### config.mk
export PLATFORM = sky130hd
export DESIGN_NAME = jtpang_objdma
export DESIGN_NICKNAME = d
export VERILOG_FILES = /design/src/rtl/jtpang_pkg.sv /design/src/rtl/jtpang_objdma.sv
export SDC_FILE = /design/constraint.sdc
export NUM_CORES = 1
export LEC_CHECK = 0
export BUFFER_PORTS_ARGS = -buffer_cell sky130_fd_sc_hd__buf_2
export CORE_MARGIN = 5
export CORE_UTILIZATION = 50
export DETAILED_ROUTE_END_ITERATION = 8
export GPL_TIMING_DRIVEN = 1
export PLACE_DENSITY = 0.75
export SYNTH_ARGS = -nofsm -noshare
export SYNTH_HDL_FRONTEND = slang
export SYNTH_SLANG_ARGS = --single-unit
### constraint.sdc
create_clock -name clk -period 2.65 [get_ports clk]
set_input_delay 0.265 -clock clk [delete_from_list [all_inputs] [get_ports clk]]
set_output_delay 0.265 -clock clk [all_outputs]
set_load 0.01 [all_outputs]
### src/rtl/jtpang_pkg.sv
// Shared constants for the jtpang object DMA: default table geometry and
// the state encoding of the DMA sequencer.
package jtpang_pkg;

    // Default DMA address width (table of 2^AW bytes) and final source address.
    localparam int         OBJDMA_AW   = 9;
    localparam logic [8:0] OBJDMA_LAST = 9'h1FF;

    // DMA sequencer states.
    localparam logic [1:0] ST_IDLE  = 2'd0;
    localparam logic [1:0] ST_REQ   = 2'd1;
    localparam logic [1:0] ST_XFER  = 2'd2;
    localparam logic [1:0] ST_FLUSH = 2'd3;

endpackage

### src/rtl/jtpang_objdma.sv
// jtpang_objdma: copies the object table from VRAM into an object line
// buffer while holding the CPU off the bus.
//
// Optional feature: define JTPANG_OBJDMA_DBUF_EN to double-buffer the object
// table. The renderer then reads bank disp_bank while the DMA writes the other
// bank, and the banks swap on the LVBL falling edge after a completed
// transfer. Without the macro a single bank (MSB 0) is used and LVBL is
// ignored.
//
// Handshake: busrq is held high from trigger acceptance until the final byte
// is written. The CPU grants the bus by driving busak_n low; every cen with
// busak_n low advances the source address by one. dma_din is the VRAM read
// data for the address presented one cen earlier. busak_n returning high
// stalls the transfer without losing data. buf_we is a one-clk strobe with
// buf_addr/buf_din valid in the same cycle.
module jtpang_objdma
    import jtpang_pkg::*;
#(
    parameter int            AW   = OBJDMA_AW,
    parameter logic [AW-1:0] LAST = AW'(OBJDMA_LAST)
)(
    input  logic          clk,
    input  logic          rst_n,
    input  logic          cen,
    input  logic          dma_go,
    input  logic          LVBL,
    input  logic          busak_n,
    output logic          busrq,
    output logic [AW-1:0] dma_addr,
    input  logic [7:0]    dma_din,
    output logic          buf_we,
    output logic [AW:0]   buf_addr,
    output logic [7:0]    buf_din,
    output logic          disp_bank,
    output logic          busy,
    output logic [1:0]    dbg_state
);

    logic [1:0]    state;
    logic          go_l;       // previous dma_go, for rising-edge detection
    logic          pending;    // trigger seen but not yet accepted
    logic          primed;     // first address of this transfer already read
    logic          fresh;      // dma_din holds the byte for dma_addr-1
    logic [7:0]    din_q;      // byte for dma_addr-1 captured before a stall
    logic          wr_bank;

    logic          go_edge;
    logic          start;
    logic          take;
    logic          flush_done;
    logic [AW-1:0] prev_addr;
    logic [7:0]    wr_data;

    assign go_edge    = dma_go & ~go_l;
    assign start      = cen & (state == ST_IDLE) & (pending | go_edge);
    assign take       = cen & ~busak_n & (state == ST_XFER);
    assign flush_done = cen & (state == ST_FLUSH);
    assign prev_addr  = dma_addr - AW'(1);
    // After a bus stall the VRAM output already follows the frozen address,
    // so the byte for dma_addr-1 comes from the copy taken when it was valid.
    assign wr_data    = fresh ? dma_din : din_q;

    assign busrq      = (state != ST_IDLE);
    assign busy       = (state != ST_IDLE) | pending;
    assign dbg_state  = state;

    // Trigger edge detection and the single-entry pending flag.
    always_ff @(posedge clk or negedge rst_n) begin
        if (!rst_n) begin
            go_l    <= 1'b0;
            pending <= 1'b0;
        end else begin
            go_l <= dma_go;
            if (start)
                pending <= 1'b0;
            else if (go_edge)
                pending <= 1'b1;
        end
    end

    // DMA sequencer: address generation and state, advanced only on cen.
    always_ff @(posedge clk or negedge rst_n) begin
        if (!rst_n) begin
            state    <= ST_IDLE;
            dma_addr <= '0;
            primed   <= 1'b0;
            fresh    <= 1'b0;
            din_q    <= 8'd0;
        end else if (cen) begin
            fresh <= 1'b0;
            if (fresh)
                din_q <= dma_din;
            case (state)
                ST_IDLE: begin
                    if (pending || go_edge) begin
                        state    <= ST_REQ;
                        dma_addr <= '0;
                        primed   <= 1'b0;
                    end
                end
                ST_REQ: begin
                    if (!busak_n)
                        state <= ST_XFER;
                end
                ST_XFER: begin
                    if (!busak_n) begin
                        primed <= 1'b1;
                        fresh  <= 1'b1;
                        if (dma_addr == LAST)
                            state <= ST_FLUSH;
                        else
                            dma_addr <= dma_addr + AW'(1);
                    end
                end
                ST_FLUSH: state <= ST_IDLE;
                default:  state <= ST_IDLE;
            endcase
        end
    end

    // Object buffer write port: one strobe per accepted byte.
    always_ff @(posedge clk or negedge rst_n) begin
        if (!rst_n) begin
            buf_we   <= 1'b0;
            buf_addr <= '0;
            buf_din  <= 8'd0;
        end else begin
            buf_we <= 1'b0;
            if (take && primed) begin
                buf_we   <= 1'b1;
                buf_addr <= {wr_bank, prev_addr};
                buf_din  <= wr_data;
            end else if (flush_done) begin
                buf_we   <= 1'b1;
                buf_addr <= {wr_bank, LAST};
                buf_din  <= wr_data;
            end
        end
    end

`ifdef JTPANG_OBJDMA_DBUF_EN
    logic lvbl_l;
    logic done;
    logic lvbl_fall;

    assign lvbl_fall = lvbl_l & ~LVBL;
    assign wr_bank   = ~disp_bank;

    // Bank swap at the start of vertical blank once a fresh table is ready;
    // a completion landing on the swap edge is kept for the next edge.
    always_ff @(posedge clk or negedge rst_n) begin
        if (!rst_n) begin
            lvbl_l    <= 1'b0;
            done      <= 1'b0;
            disp_bank <= 1'b0;
        end else begin
            lvbl_l <= LVBL;
            if (lvbl_fall && done)
                disp_bank <= ~disp_bank;
            if (flush_done)
                done <= 1'b1;
            else if (lvbl_fall)
                done <= 1'b0;
        end
    end
`else
    logic unused_lvbl;

    assign unused_lvbl = LVBL;
    assign disp_bank   = 1'b0;
    assign wr_bank     = 1'b0;
`endif

endmodule

# After elaboration in Yosys (flattened, before gate mapping)
# Index checks and enable logic that the tools add are counted.
# word_totals
out_inout_bits	33
input_bits	14
word_cells	64
reg_bits	42
# classes
n_reduce_logical	10
n_addsub	2
eq_ne	9
n_mux	23
bitwise	10
# ops
operator	n
9-bit two-way mux	3
8-bit two-way mux	3
10-bit two-way mux	2
9-bit case mux with 2 select lines	1
5-bit AND reduction	2
9-bit by 1-bit adder with 9-bit output, second input constant	1
9-bit == test, second input constant	1
9-bit by 1-bit subtractor with 9-bit output, second input constant	1
1-bit two-way mux	8
2-bit two-way mux	4
2-bit case mux with 4 select lines	1
2-bit nonzero test	4
1-bit bitwise AND	6
2-bit inequality test, second input constant	3
2-bit == test, second input constant	2
2-bit by 1-bit inequality test with 1-bit output, second input constant	2
4-bit AND reduction	1
2-bit by 1-bit == test with 1-bit output, second input constant	1
2-bit zero test	1
1-bit inverter	2
1-bit bitwise OR	2
1-bit case mux with 2 select lines	1
1-bit logical AND	1
1-bit logical OR	1

# Logic depth before layout (Yosys ltp)
# Gate-level depths: netlist of run 1.
# depth
depth_word	5
ltp_mapped	10
ltp_nobuf	8

# Least setup slack after synthesis of run 1
# No wires, ideal clock.
# synth_timing
path_kind	flip-flop to flip-flop
from	register dma_addr[3]
to	register dma_addr[5]
arrival_time_ps	1992
path_buffers	1
period_less_slack_ps	2070
required_ps	2572
slack_ps	580
stages_incl_launch_ff	10
setup_ps	78
cell_sequence	dfrtp_1 -> buf_6 -> and3_2 -> nand2_1 -> nor2_1 -> ha_1 -> nor3b_2 -> o221ai_2 -> or4_1 -> a21oi_1
# synth_via
elab_chain_cells	4
word_cells_on_any_way	7
classes_between	1 x add/sub; 2 x eq/ne; 3 x mux; 1 x reduce/logical
# synth_rtl
item	line_no	source
from (decl)	jtpang_objdma.sv:29	output logic [AW-1:0] dma_addr,
from (signal assigned)	jtpang_objdma.sv:112	dma_addr <= dma_addr + AW'(1);
9-bit by 1-bit adder with 9-bit output	jtpang_objdma.sv:112	
9-bit two-way mux	jtpang_objdma.sv:109	if (dma_addr == LAST)
9-bit two-way mux	jtpang_objdma.sv:106	if (!busak_n) begin
9-bit case mux with 2 select lines	jtpang_objdma.sv:93	case (state)
# Parallel ways exist; a longest one is shown, timed or not. The select of a mux whose other input is x is not followed.
# A chain may end at the register's enable or synchronous reset.

# Worst setup path after layout of run 1
# layout_timing
from	register dma_addr[4]
to	register dma_addr[7]
# Same word-level chain as after synthesis.

==> impl_metrics.py, run 1 <==
metrics = {
    "final_layout": {
        "nNetsFinal": 255,
        "antennaDiodeCount": 0,
        "drive_gt1_frac": 0.312,
        "final_core_util": 0.603,
        "syn_to_final_growth_pct": 18.2,
    },
    "detailed_routing": {
        "postRouteAntennaNets": 0,
        "drc": 0,
        "drtIter0Drc": 57,
        "first_pass_iters": 4,
        "wl_per_cell_um": 13.8,
        "wirelength_um": 3920,
        "met1_length_um": 1680,
        "viasPerCell": 5.26,
        "top_layer": "met4",
        "vias": 1495,
        "dr_wl_met3_um": 205,
        "met2_length_um": 1970,
    },
    "clock_network": {
        "cts_setup_buffers": 0,
        "cts_tree": "done",
        "cts.repair.resized": 0,
        "cts-root-buf": "clkbuf_8",
        "h-tree-depth": 2,
        "cts_buffer_depth": 2,
        "cts.reportedPaths.clkPinSlew_ns": 0.08,
        "cts_buffers": 5,
        "insertion_delay_ns": 0.29,
        "cts_hold_buf": 0,
        "clock-sinks": 41,
    },
    "critical_path": {
        "reg2reg_setup_slack_ns": 0.36,
        "crit_chain": "and3_2, nand2_1, nor2_1, ha_1, nor3b_2, o221ai_2, or4_1, a21oi_1",
        "crit_arrival_ns": 2.51,
        "worst_setup_path_start_kind": "register",
        "crit_required_ns": 2.87,
        "cp-end-kind": "register",
        "worstSetupPathType": "register to register",
        "cp_slowest_cell": "or4_1",
        "cp_top_family": "simple AND/OR/NAND/NOR gates",
        "cp_slowest_stage_delay_ns": 0.54,
        "crit_cells": 8,
        "reg2reg_depth": 8,
        "critPathBufInv": 0,
        "crit_fanout": 15,
    },
    "timing": {
        "fin_ws_ns": 0.357,
        "finalCritPeriodShare": 0.865,
        "fin_crit_ns": 2.29,
        "fin_setup_tns_ns": 0,
        "hold_ws_ns": 0.0887,
        "slew_headroom": 0.404,
        "worstMarginPinSlew_ns": 0.893,
        "fin_skew_ns": 0.00819,
        "setup_viol": 0,
        "rsz0062_at_grt": "no",
        "maxSlewViolCount": 0,
        "hold_viol_final": 0,
        "clock.fmax_mhz": 436,
    },
    "power_and_ir_drop": {
        "pwr_density_cell_nw_per_um2": 1110,
        "p_int_mw": 1.69,
        "seq_power_share": 0.386,
        "vdd_drop_max_uv": 480,
        "switching_share": 0.364,
        "p_comb_frac": 0.425,
        "leakage_nw": 1.11,
        "pwr-share-clk": 0.188,
        "p_sw_mw": 0.967,
    },
    "synthesis": {
        "ys.flop_type": "dfrtp_1",
        "synthesis.instances": 187,
        "ys_types": 36,
        "async_reset_ff_frac": 1.00,
        "ys_seq_elements": 41,
        "avgSynthCellArea_um2": 10.8,
        "syn_area_um2": 2030,
        "ys_seq_area_frac": 0.506,
        "synth_edf_count": 0,
        "yosys_warnings": 0,
    },
    "grt": {
        "grt_pass1_wl_um": 6730,
        "grt_pass1_vias": 1466,
        "grt_max_degree": 42,
        "grt-ovfl-total": 0,
        "antenna_found_initial": 0,
        "track_usage": 0.161,
    },
    "floorplanning": {
        "rows": 23,
        "die-width_um": 73.7,
        "ios": 47,
        "fp.dieArea_um2": 5420,
        "start_util": 0.510,
        "fp.dieH_um": 73.7,
        "core-area_um2": 3970,
    },
    "placed_design": {
        "gp_congestion": 0.768,
        "dpl_worst_slack_ns": 0.387,
        "dp_hpwl_um": 2870,
        "portBuffers": 43,
    },
    "flow_run": {
        "drv_cap": 0,
    },
    "hold_path": {
        "hp-class": "primary input to async pin",
    },
    "outcome": {
        "status": "complete, no violations",
    },
}
-- worst paths after layout --
path                        startpoint           to
setup / recovery           dma_addr[4]  dma_addr[7]
hold / removal                   rst_n     din_q[2]
setup reg to reg           dma_addr[4]  dma_addr[7]
hold reg to reg             buf_din[4]   buf_din[4]
max in group asynchronous        rst_n  buf_addr[7]
min in group clk                dma_go         go_l
-- layer usage --
metal	global-route usage	vias up
met4	0.0543	0
met2	0.271	26
met1	0.197	724
li1	-	739
met5	0	-
met3	0.0479	6
-- cell usage after synthesis (3+ instances only) --
cell,n,area share
buf_2,5,0.012
nor2b_1,3,0.0093
o21ai_0,15,0.037
inv_1,8,0.015
or3_1,4,0.012
a21oi_1,16,0.040
mux2i_1,9,0.044
ha_1,8,0.049
nand2_1,13,0.024
dfrtp_1,41,0.51
nor2_1,15,0.028
mux2_2,11,0.061
nand3_1,4,0.0099
xnor2_1,6,0.026
-- sequential cells by signal, summed over array words and instances, names as in the netlist, 2 cells and up --
signal	count
buf_din	8
dma_addr	9
buf_addr	9
din_q	8
dbg_state	2
-- final cells by class --
| class | instances | area [um2] |
|---|---|---|
| fillers | 344 | 1580 |
| inverters | 9 | 33.8 |
| repair buffers | 47 | 245 |
| clock buffers | 6 | 72.6 |
| well taps | 50 | 62.6 |
| flip-flops and latches | 41 | 1030 |
| clock inverters | 2 | 38.8 |
| multi-input cells | 129 | 915 |
-- power by group through the flow --
stage | registers [mW] | logic, mW | clock network, mW
2_1_floorplan | 1.09 | 0.730 | 0
3_3_place_gp | 1.02 | 1.11 | 0
3_5_place_dp | 1.04 | 1.14 | 0
4_1_cts | 1.03 | 1.15 | 0.510
5_1_grt | 1.06 | 1.27 | 0.543
6_report | 1.03 | 1.13 | 0.501
-- through the flow --
| stage | cells | total power [mW] | area (um2) |
|---|---|---|---|
| detailed placement | 276 | 2.19 | 2280 |
| CTS | 284 | 2.69 | 2390 |
| floorplan | 188 | 1.82 | 2030 |
| global placement | 276 | 2.13 | 2280 |
| global route | 284 | 2.88 | 2390 |
| finish | 284 | 2.66 | 2390 |
-- layout by cell type (no fill, tap or decap), types with 5 or more instances in the layout --
cell,Yosys,routed
mux2i_1,9,9
o21ai_0,15,15
ha_1,8,8
nor2_1,15,15
mux2_2,11,11
dfrtp_1,41,41
buf_2,5,43
nand2_1,13,13
xnor2_1,6,6
a21oi_1,16,16
clkbuf_8,0,5
inv_1,8,8
-- cells by family after synthesis --
kind of cell / synth area share
multiplexers: 0.106
flip-flops: 0.506
adder cells (fa/ha/maj): 0.0494
AO/OA/AOI/OAI: 0.112
buffers and inverters: 0.0438
AND/OR/NAND/NOR: 0.150
XOR/XNOR: 0.0303
other: 0.00185
Power figures use the tool's default switching activity.
==> run 2: changes to the inputs <==
--- a/config.mk
+++ b/config.mk
@@ -8,7 +8,9 @@
 export BUFFER_PORTS_ARGS = -buffer_cell sky130_fd_sc_hd__buf_2
 export CORE_MARGIN = 5
 export CORE_UTILIZATION = 50
+export CTS_BUF_LIST = sky130_fd_sc_hd__clkbuf_4
 export DETAILED_ROUTE_END_ITERATION = 8
+export GPL_ROUTABILITY_DRIVEN = 0
 export GPL_TIMING_DRIVEN = 1
 export PLACE_DENSITY = 0.75
 export SYNTH_ARGS = -nofsm -noshare
==> run 2 against run 1 <==
- via count grew 1.6%
- routed wire length grew 0.15%
- sequential share of layout area grew 0.50 points
- critical path type unchanged
==> impl_metrics.py, run 2 (same netlist as run 1, synthesis figures left out) <==
metrics = {
    "outcome": {
        "status": "complete, no violations",
    },
    "detailed_routing": {
        "postRouteAntennaNets": 0,
        "wl_per_cell_um": 13.8,
        "viasPerCell": 5.35,
        "drtIter0Drc": 58,
        "drc": 0,
        "first_pass_iters": 4,
        "vias": 1519,
        "wirelength_um": 3920,
    },
    "power_and_ir_drop": {
        "p_int_mw": 1.62,
        "pwr_density_cell_nw_per_um2": 1080,
        "switching_share": 0.370,
        "seq_power_share": 0.399,
        "vdd_drop_max_uv": 470,
        "p_sw_mw": 0.950,
        "leakage_nw": 1.10,
        "p_comb_frac": 0.440,
        "pwr-share-clk": 0.161,
    },
    "timing": {
        "fin_crit_ns": 2.34,
        "hold_ws_ns": 0.0207,
        "clock.fmax_mhz": 428,
        "maxSlewViolCount": 0,
        "finalCritPeriodShare": 0.881,
        "worstMarginPinSlew_ns": 0.893,
        "setup_viol": 0,
        "slew_headroom": 0.405,
        "rsz0062_at_grt": "no",
        "hold_viol_final": 0,
        "fin_setup_tns_ns": 0,
        "fin_skew_ns": 0.0128,
    },
    "critical_path": {
        "crit_chain": "and3_2, nand2_1, nor2_1, ha_1, nor3b_2, o221ai_2, or4_1, a21oi_1",
        "reg2reg_setup_slack_ns": 0.31,
        "worst_setup_path_start_kind": "register",
        "crit_start": "dma_addr[4]",
        "reg2reg_from": "dma_addr[4]",
        "reg2reg_depth": 8,
        "cp_slowest_stage_delay_ns": 0.54,
        "cp_slowest_cell": "or4_1",
        "crit_arrival_ns": 2.61,
        "crit_required_ns": 2.93,
        "worstSetupPathType": "register to register",
        "reg2reg_to": "dma_addr[7]",
        "crit_fanout": 15,
        "cp-end-kind": "register",
    },
    "clock_network": {
        "insertion_delay_ns": 0.35,
        "h-tree-depth": 2,
        "cts_buffers": 5,
        "cts.repair.resized": 0,
        "cts.reportedPaths.clkPinSlew_ns": 0.12,
        "cts-root-buf": "clkbuf_4",
        "cts_tree": "done",
        "cts_setup_buffers": 0,
        "clock-sinks": 41,
        "cts_hold_buf": 0,
        "cts_buffer_depth": 2,
    },
    "grt": {
        "grt_max_degree": 42,
        "grt-ovfl-total": 0,
        "antenna_found_initial": 0,
        "grt_pass1_vias": 1475,
        "grt_pass1_wl_um": 6750,
        "track_usage": 0.161,
    },
    "hold_path": {
        "hp-class": "primary input to async pin",
    },
    "final_layout": {
        "layout_top_registers": "buf_addr x9, dma_addr x9",
        "nNetsFinal": 255,
        "regArea_um2": 1030,
        "syn_to_final_growth_pct": 16.8,
        "final_cell_mix": "buf_2, dfrtp_1, a21oi_1, nor2_1, o21ai_0",
        "stdcell_count": 284,
        "multi_input_area_um2": 915,
        "final_common_cell": "buf_2",
        "drive_gt1_frac": 0.316,
        "antennaDiodeCount": 0,
        "fillCellCount": 351,
    },
    "placed_design": {
        "portBuffers": 43,
        "dp_hpwl_um": 2870,
        "dp_cells": 276,
    },
    "floorplanning": {
        "fp.dieH_um": 73.7,
        "rows": 23,
        "die-width_um": 73.7,
        "fp.dieArea_um2": 5420,
        "ios": 47,
        "start_util": 0.510,
        "core-area_um2": 3970,
    },
    "flow_run": {
        "drv_cap": 0,
    },
}
[run 2: cell counts in the layout (fill, tap and decap cells not counted)]
Identical to the previous run, type by type.
[run 2: cell type report]
type / instances / share of cell area
clock buffer: 6 / 0.0190
clock inverter: 2 / 0.0164
inverter: 9 / 0.0143
multi-input combinational: 129 / 0.387
sequential: 41 / 0.434
tap: 50 / 0.0264
timing repair buffer: 47 / 0.104
[run 2: layer usage]
metal | share of wire | track usage | vias to the layer above
met2 | 0.50 | 0.269 | 37
met5 | 0 | 0 | -
met1 | 0.41 | 0.197 | 730
met3 | 0.059 | 0.0438 | 8
met4 | 0.022 | 0.0664 | 0
li1 | - | - | 744
[run 2: critical path: cells and delay by family, from the launching register on]
family,cells,cell delay [ns]
compound gates,2,0.43
fa+ha+maj,1,0.20
flops,1,0.48
simple gates,5,1.14
[run 2: power by group through the flow]
stage	combinational, mW	clock, mW	sequential [mW]
2_1_floorplan	0.730	0	1.09
3_5_place_dp	1.14	0	1.04
3_3_place_gp	1.11	0	1.02
4_1_cts	1.15	0.428	1.03
5_1_grt	1.27	0.459	1.06
6_report	1.13	0.414	1.02
[run 2: how the worst max path moves through the flow]
stage	endpoint	slack [ns]	cells after the start
after CTS	dma_addr[7]	0.32	8
after detailed placement	dma_addr[7]	0.39	8
after global routing	dma_addr[7]	0.18	8
final	dma_addr[7]	0.31	8
after floorplan	dma_addr[5]	0.58	9
after global placement	dma_addr[7]	0.42	8
[run 2: per-stage QoR]
step	utilization	setup WS (ns)	power, mW	cell area, um2
3_5_place_dp	0.575	0.387	2.19	2280
4_1_cts	0.596	0.321	2.60	2370
3_3_place_gp	0.575	0.419	2.13	2280
6_report	0.596	0.315	2.57	2370
2_1_floorplan	-	0.580	1.82	2030
5_1_grt	0.596	0.182	2.79	2370
